File: config.mk
export PLATFORM = sky130hd
export DESIGN_NAME = mask_compaction_sched
export DESIGN_NICKNAME = d
export VERILOG_FILES = /design/src/rtl/mask_compaction_sched.sv
export SDC_FILE = /design/constraint.sdc
export NUM_CORES = 2
export LEC_CHECK = 0
export CAP_MARGIN = 15
export CORE_ASPECT_RATIO = 0.8
export CORE_UTILIZATION = 30
export CTS_CLUSTER_DIAMETER = 60
export CTS_CLUSTER_SIZE = 30
export DETAILED_ROUTE_END_ITERATION = 6
export PLACE_DENSITY_LB_ADDON = 0.15
export RECOVER_POWER = 25
export SYNTH_ARGS = -nofsm -noshare
export SYNTH_HDL_FRONTEND = slang
export SYNTH_HIERARCHICAL = 1
export SYNTH_SLANG_ARGS = --single-unit
File: constraint.sdc
create_clock -name clk -period 13.4 [get_ports clk]
set_clock_uncertainty 0.1 [all_clocks]
set_input_delay 4.02 -clock clk [delete_from_list [all_inputs] [get_ports clk]]
set_output_delay 4.02 -clock clk [all_outputs]
set_load 0.02 [all_outputs]
File: src/rtl/mask_compaction_sched.sv
// mask_compaction_sched: compacts a 128-lane mask into ascending set-lane indices, OUT_LANES per beat.
// Optional macro MASK_COMPACT_PSUM_PIPE_EN registers the prefix sums and adds a CALC2 stage.

module LFPrefixSum128 (
   input  logic [127:0]      i_mask,
   output logic [127:0][7:0] o_psum
);
   logic [127:0][7:0] w_lvl;
   logic [127:0][7:0] w_nxt;

   // Minimum-depth (Sklansky-form) Ladner-Fischer tree, 7 levels of inclusive prefix sums
   always_comb begin
      w_lvl = '0;
      w_nxt = '0;
      for (int i = 0; i < 128; i++) begin
         w_lvl[7'(i)] = 8'(i_mask[7'(i)]);
      end
      for (int l = 0; l < 7; l++) begin
         w_nxt = w_lvl;
         for (int i = 0; i < 128; i++) begin
            if (((i >> l) & 1) == 1) begin
               w_nxt[7'(i)] = w_lvl[7'(i)] + w_lvl[7'(((i >> (l + 1)) << (l + 1)) + (1 << l) - 1)];
            end
         end
         w_lvl = w_nxt;
      end
   end

   assign o_psum = w_lvl;
endmodule

module mask_compaction_sched #(
   parameter int unsigned OUT_LANES = 8
) (
   input  logic                         clk,
   input  logic                         reset,
   input  logic                         in_valid,
   output logic                         in_ready,
   input  logic [127:0]                 in_mask,
   output logic                         out_valid,
   input  logic                         out_ready,
   output logic [OUT_LANES*7-1:0]       out_idx,
   output logic [OUT_LANES-1:0]         out_lane_valid,
   output logic                         out_last,
   output logic [7:0]                   out_total
);
   localparam int unsigned LANES = 128;
   localparam int unsigned IDX_W = 7;
   localparam int unsigned TOT_W = 8;
   localparam int unsigned BEATS = LANES / OUT_LANES;
   localparam int unsigned B_W   = (BEATS > 1) ? $clog2(BEATS) : 1;

   localparam logic [1:0] S_IDLE  = 2'd0;
   localparam logic [1:0] S_CALC  = 2'd1;
`ifdef MASK_COMPACT_PSUM_PIPE_EN
   localparam logic [1:0] S_CALC2 = 2'd2;
`endif
   localparam logic [1:0] S_EMIT  = 2'd3;

   logic [1:0]                 r_state;
   logic [LANES-1:0]           r_mask_q;
   logic [TOT_W-1:0]           r_total_q;
   logic [B_W-1:0]             r_b;
   logic                       r_out_valid;
   logic [OUT_LANES*IDX_W-1:0] r_out_idx;
   logic [OUT_LANES-1:0]       r_out_lane_valid;
   logic                       r_out_last;
   logic [TOT_W-1:0]           r_out_total;

   logic [1:0]                 w_state_nxt;
   logic [LANES-1:0]           w_mask_nxt;
   logic [TOT_W-1:0]           w_total_nxt;
   logic [B_W-1:0]             w_b_nxt;
   logic                       w_out_valid_nxt;
   logic [OUT_LANES*IDX_W-1:0] w_out_idx_nxt;
   logic [OUT_LANES-1:0]       w_out_lane_valid_nxt;
   logic                       w_out_last_nxt;
   logic [TOT_W-1:0]           w_out_total_nxt;

   logic [LANES-1:0][TOT_W-1:0] w_psum;
   logic [LANES-1:0][TOT_W-1:0] w_psum_src;

   logic [B_W-1:0]             w_beat_b;
   logic [TOT_W-1:0]           w_beat_tot;
   logic [TOT_W-1:0]           w_base;
   logic [TOT_W-1:0]           w_slot;
   logic [OUT_LANES*IDX_W-1:0] w_beat_idx;
   logic [OUT_LANES-1:0]       w_beat_vld;
   logic                       w_beat_last;

   LFPrefixSum128 u_psum (
      .i_mask (r_mask_q),
      .o_psum (w_psum)
   );

`ifdef MASK_COMPACT_PSUM_PIPE_EN
   logic [LANES-1:0][TOT_W-1:0] r_psum_q;

   // Pipeline cut between the adder tree and the index search
   always_ff @(posedge clk) begin
      if (reset) begin
         r_psum_q <= '0;
      end else if (r_state == S_CALC) begin
         r_psum_q <= w_psum;
      end
   end

   assign w_psum_src = r_psum_q;
`else
   assign w_psum_src = w_psum;
`endif

   assign in_ready       = (r_state == S_IDLE) && !reset;
   assign out_valid      = r_out_valid;
   assign out_idx        = r_out_idx;
   assign out_lane_valid = r_out_lane_valid;
   assign out_last       = r_out_last;
   assign out_total      = r_out_total;

   // Contents of the beat to be loaded next: beat 0 from a CALC stage, else r_b+1
   always_comb begin
      w_beat_b    = (r_state == S_EMIT) ? B_W'(r_b + 1'b1) : '0;
      w_beat_tot  = (r_state == S_EMIT) ? r_total_q : w_psum_src[LANES-1];
      w_base      = TOT_W'(w_beat_b) * TOT_W'(OUT_LANES);
      w_beat_last = (9'(w_base) + 9'(OUT_LANES)) >= 9'(w_beat_tot);
      w_slot      = '0;
      w_beat_idx  = '0;
      w_beat_vld  = '0;
      for (int j = 0; j < OUT_LANES; j++) begin
         w_slot        = w_base + TOT_W'(j);
         w_beat_vld[j] = w_slot < w_beat_tot;
         for (int i = 0; i < LANES; i++) begin
            if (r_mask_q[7'(i)] && (w_psum_src[7'(i)] == TOT_W'(w_slot + 8'd1))) begin
               w_beat_idx[j*IDX_W +: IDX_W] = w_beat_idx[j*IDX_W +: IDX_W] | IDX_W'(i);
            end
         end
      end
   end

   always_comb begin
      w_state_nxt          = r_state;
      w_mask_nxt           = r_mask_q;
      w_total_nxt          = r_total_q;
      w_b_nxt              = r_b;
      w_out_valid_nxt      = r_out_valid;
      w_out_idx_nxt        = r_out_idx;
      w_out_lane_valid_nxt = r_out_lane_valid;
      w_out_last_nxt       = r_out_last;
      w_out_total_nxt      = r_out_total;
      case (r_state)
         S_IDLE: begin
            if (in_valid && in_ready) begin
               w_mask_nxt  = in_mask;
               w_b_nxt     = '0;
               w_state_nxt = S_CALC;
            end
         end
`ifdef MASK_COMPACT_PSUM_PIPE_EN
         S_CALC: begin
            w_state_nxt = S_CALC2;
         end
         S_CALC2: begin
`else
         S_CALC: begin
`endif
            w_total_nxt          = w_psum_src[LANES-1];
            w_out_total_nxt      = w_psum_src[LANES-1];
            w_out_valid_nxt      = 1'b1;
            w_out_idx_nxt        = w_beat_idx;
            w_out_lane_valid_nxt = w_beat_vld;
            w_out_last_nxt       = w_beat_last;
            w_state_nxt          = S_EMIT;
         end
         S_EMIT: begin
            if (r_out_valid && out_ready) begin
               if (r_out_last) begin
                  w_out_valid_nxt = 1'b0;
                  w_state_nxt     = S_IDLE;
               end else begin
                  w_b_nxt              = B_W'(r_b + 1'b1);
                  w_out_idx_nxt        = w_beat_idx;
                  w_out_lane_valid_nxt = w_beat_vld;
                  w_out_last_nxt       = w_beat_last;
               end
            end
         end
         default: begin
            w_state_nxt = S_IDLE;
         end
      endcase
   end

   always_ff @(posedge clk) begin
      if (reset) begin
         r_state          <= S_IDLE;
         r_mask_q         <= '0;
         r_total_q        <= '0;
         r_b              <= '0;
         r_out_valid      <= 1'b0;
         r_out_idx        <= '0;
         r_out_lane_valid <= '0;
         r_out_last       <= 1'b0;
         r_out_total      <= '0;
      end else begin
         r_state          <= w_state_nxt;
         r_mask_q         <= w_mask_nxt;
         r_total_q        <= w_total_nxt;
         r_b              <= w_b_nxt;
         r_out_valid      <= w_out_valid_nxt;
         r_out_idx        <= w_out_idx_nxt;
         r_out_lane_valid <= w_out_lane_valid_nxt;
         r_out_last       <= w_out_last_nxt;
         r_out_total      <= w_out_total_nxt;
      end
   end
endmodule

==> reports/results.ini <==
[placed_design]
port_buffers=134
dp_cells=6076
dpl.hpwl_um=174000
place_congestion=1.11
place_worst_setup_slack_ps=1300

[detailed_routing]
ant_nets=0
vias=36080
wire_per_inst_um=33.7
viasPerCell=5.90
wirelength_um=206000
first_pass_iters=7
drt-initial-drc-count=4921
drc=1

[clock_tree]
cts.sinks=136
cts_buffers=17
ctsHoldBuffers=0
root_buffer=clkbuf_16
cts.path.max_buffers=2
cts_tree=yes
clk_pin_slew_worst_paths_ps=70
cts_resized=0
post_cts_buffers=0
clk_latency_ps=570
htreeDepth=4

[setup_path]
reg2reg_to=out_idx[49]
crit_path_max_incr_delay_ps=770
reg2reg_slack_ps=1040
crit_fanout=13
path_common_cell=ha_1
startpoint=r_mask_q[1]
arrival_ps=12510
cp.required_ps=13550
crit_end=out_idx[49]
slowest_stage=a211oi_1
critPathKind=register to register
crit_path_start_kind=register
rr_worst_depth=35
end_kind=register
reg2reg_from=r_mask_q[1]

[power_and_ir_drop]
seqPwrFrac_pct=5.0
p_per_area_mw_per_mm2=283
p_switching_mw=7.05
p_comb_share_pct=89.6
p_leak_nw=15.5
vdd_drop_max_uv=285
clkPwrFrac_pct=5.4
switching_share_pct=66.1
p_int_mw=3.61

[sta]
finalMaxSlewViolations=126
setup_viol=0
layout_setup_ws_ps=1040
rsz0062_at_grt=false
timing.final.crit_share_pct=92.2
finalSetupTns_ps=0
min_period_ps=12360
fmax_mhz=80.9
relSlewSlack_pct=-193
hold_viol=0
tightestPinTransition_ps=4400

[outcome]
status=complete, but fails checks
violations=DRC, capacitance limit, slew limit

[global_routing]
grt_start_max_net_pins=67
antenna_found_initial=26
grt_usage_pct=35.9
grt_pass1_wl_um=280000
overflow=0
grt_pass1_vias=33667

[floorplanning]
die-area_sq_mm=0.114
core_sq_mm=0.111
initial_utilization_pct=30.4
rows=109
die_w_um=377
pin_count=207
die_h_um=302

[cells_and_area]
syn_to_final_growth_pct=11.9
nFillCells=12022
nets=5150
post_layout_nonfiller_instances=6118
drive_gt1_share_pct=7.14

[synth]
syn_area_sq_mm=0.0337
syn_inst=4466
avgSynthCellArea_sq_um=7.54
yosysWarnings=6

[run]
drv_cap=2

[hold_path]
min_path_cells=2
hp-class=register to register
hp-start=out_lane_valid[5]

layout by cell type (no fill, tap or decap), types with 131 or more instances in the layout:
cell / n
nand3_1: 157
nor3_1: 144
fa_1: 187
a21oi_1: 227
ha_1: 231
nand2_1: 357
buf_4: 165
dfxtp_1: 134
clkdlybuf4s50_1: 133
inv_1: 406
xnor2_1: 499
o21ai_0: 131
nor2_1: 314
critical path: cells and delay by family (launching register included):
family	cells	cell delay [ps]
compound gates	10	2670
xor+xnor	2	920
fa+ha+maj	13	6070
buf+inv	7	1110
flops	1	380
simple gates	3	740
area by class of cell:
class	instances	area, sq um	area share, %
diodes	9	22.5	0.0598
inverters	417	1590	4.21
multi-input cells	3726	28300	75.0
clock buffers	17	425	1.13
flip-flops and latches	136	2730	7.23
clock inverters	15	191	0.508
repair buffers	300	2580	6.84
well taps	1498	1870	4.97
power by group through the flow:
stage | clock network [mW] | logic (mW) | registers, mW
3_3_place_gp | 0 | 9.13 | 0.538
6_report | 0.576 | 9.54 | 0.531
4_1_cts | 0.591 | 9.17 | 0.529
2_1_floorplan | 0 | 5.09 | 0.557
5_1_grt | 0.602 | 10.0 | 0.536
3_5_place_dp | 0 | 9.12 | 0.538
flip-flops by register name, indices dropped and copies added, names as in the netlist:
name / count
r_b: 4
r_state: 2
out_last: 1
out_valid: 1
r_mask_q: 64
out_lane_valid: 8
out_idx: 48
r_total_q: 8
worst min-delay path by stage:
| stage | to |
|---|---|
| detailed placement | out_lane_valid[5] |
| global placement | out_lane_valid[5] |
| floorplan | r_mask_q[25] |
| CTS | out_lane_valid[5] |
| global route | out_lane_valid[6] |
| finish | out_lane_valid[5] |
routing by layer:
| layer | vias to the layer above | global-route usage, % | routed length, um |
|---|---|---|---|
| met5 | - | 0 | 107 |
| met4 | 16 | 10.7 | 6200 |
| met3 | 282 | 8.43 | 20900 |
| met2 | 1930 | 51.6 | 83300 |
| met1 | 17997 | 52.3 | 95700 |
| li1 | 15855 | - | - |
through the flow:
step	power, mW	instance area, sq um	hold slack, ps	utilization [%]
global placement	9.66	37000	350	33.4
floorplan	5.65	34000	353	-
detailed placement	9.66	37000	348	33.4
global route	11.1	37700	383	34.0
CTS	10.3	37700	360	34.0
finish	10.7	37700	355	34.0
(Power assumes the default switching activity.)
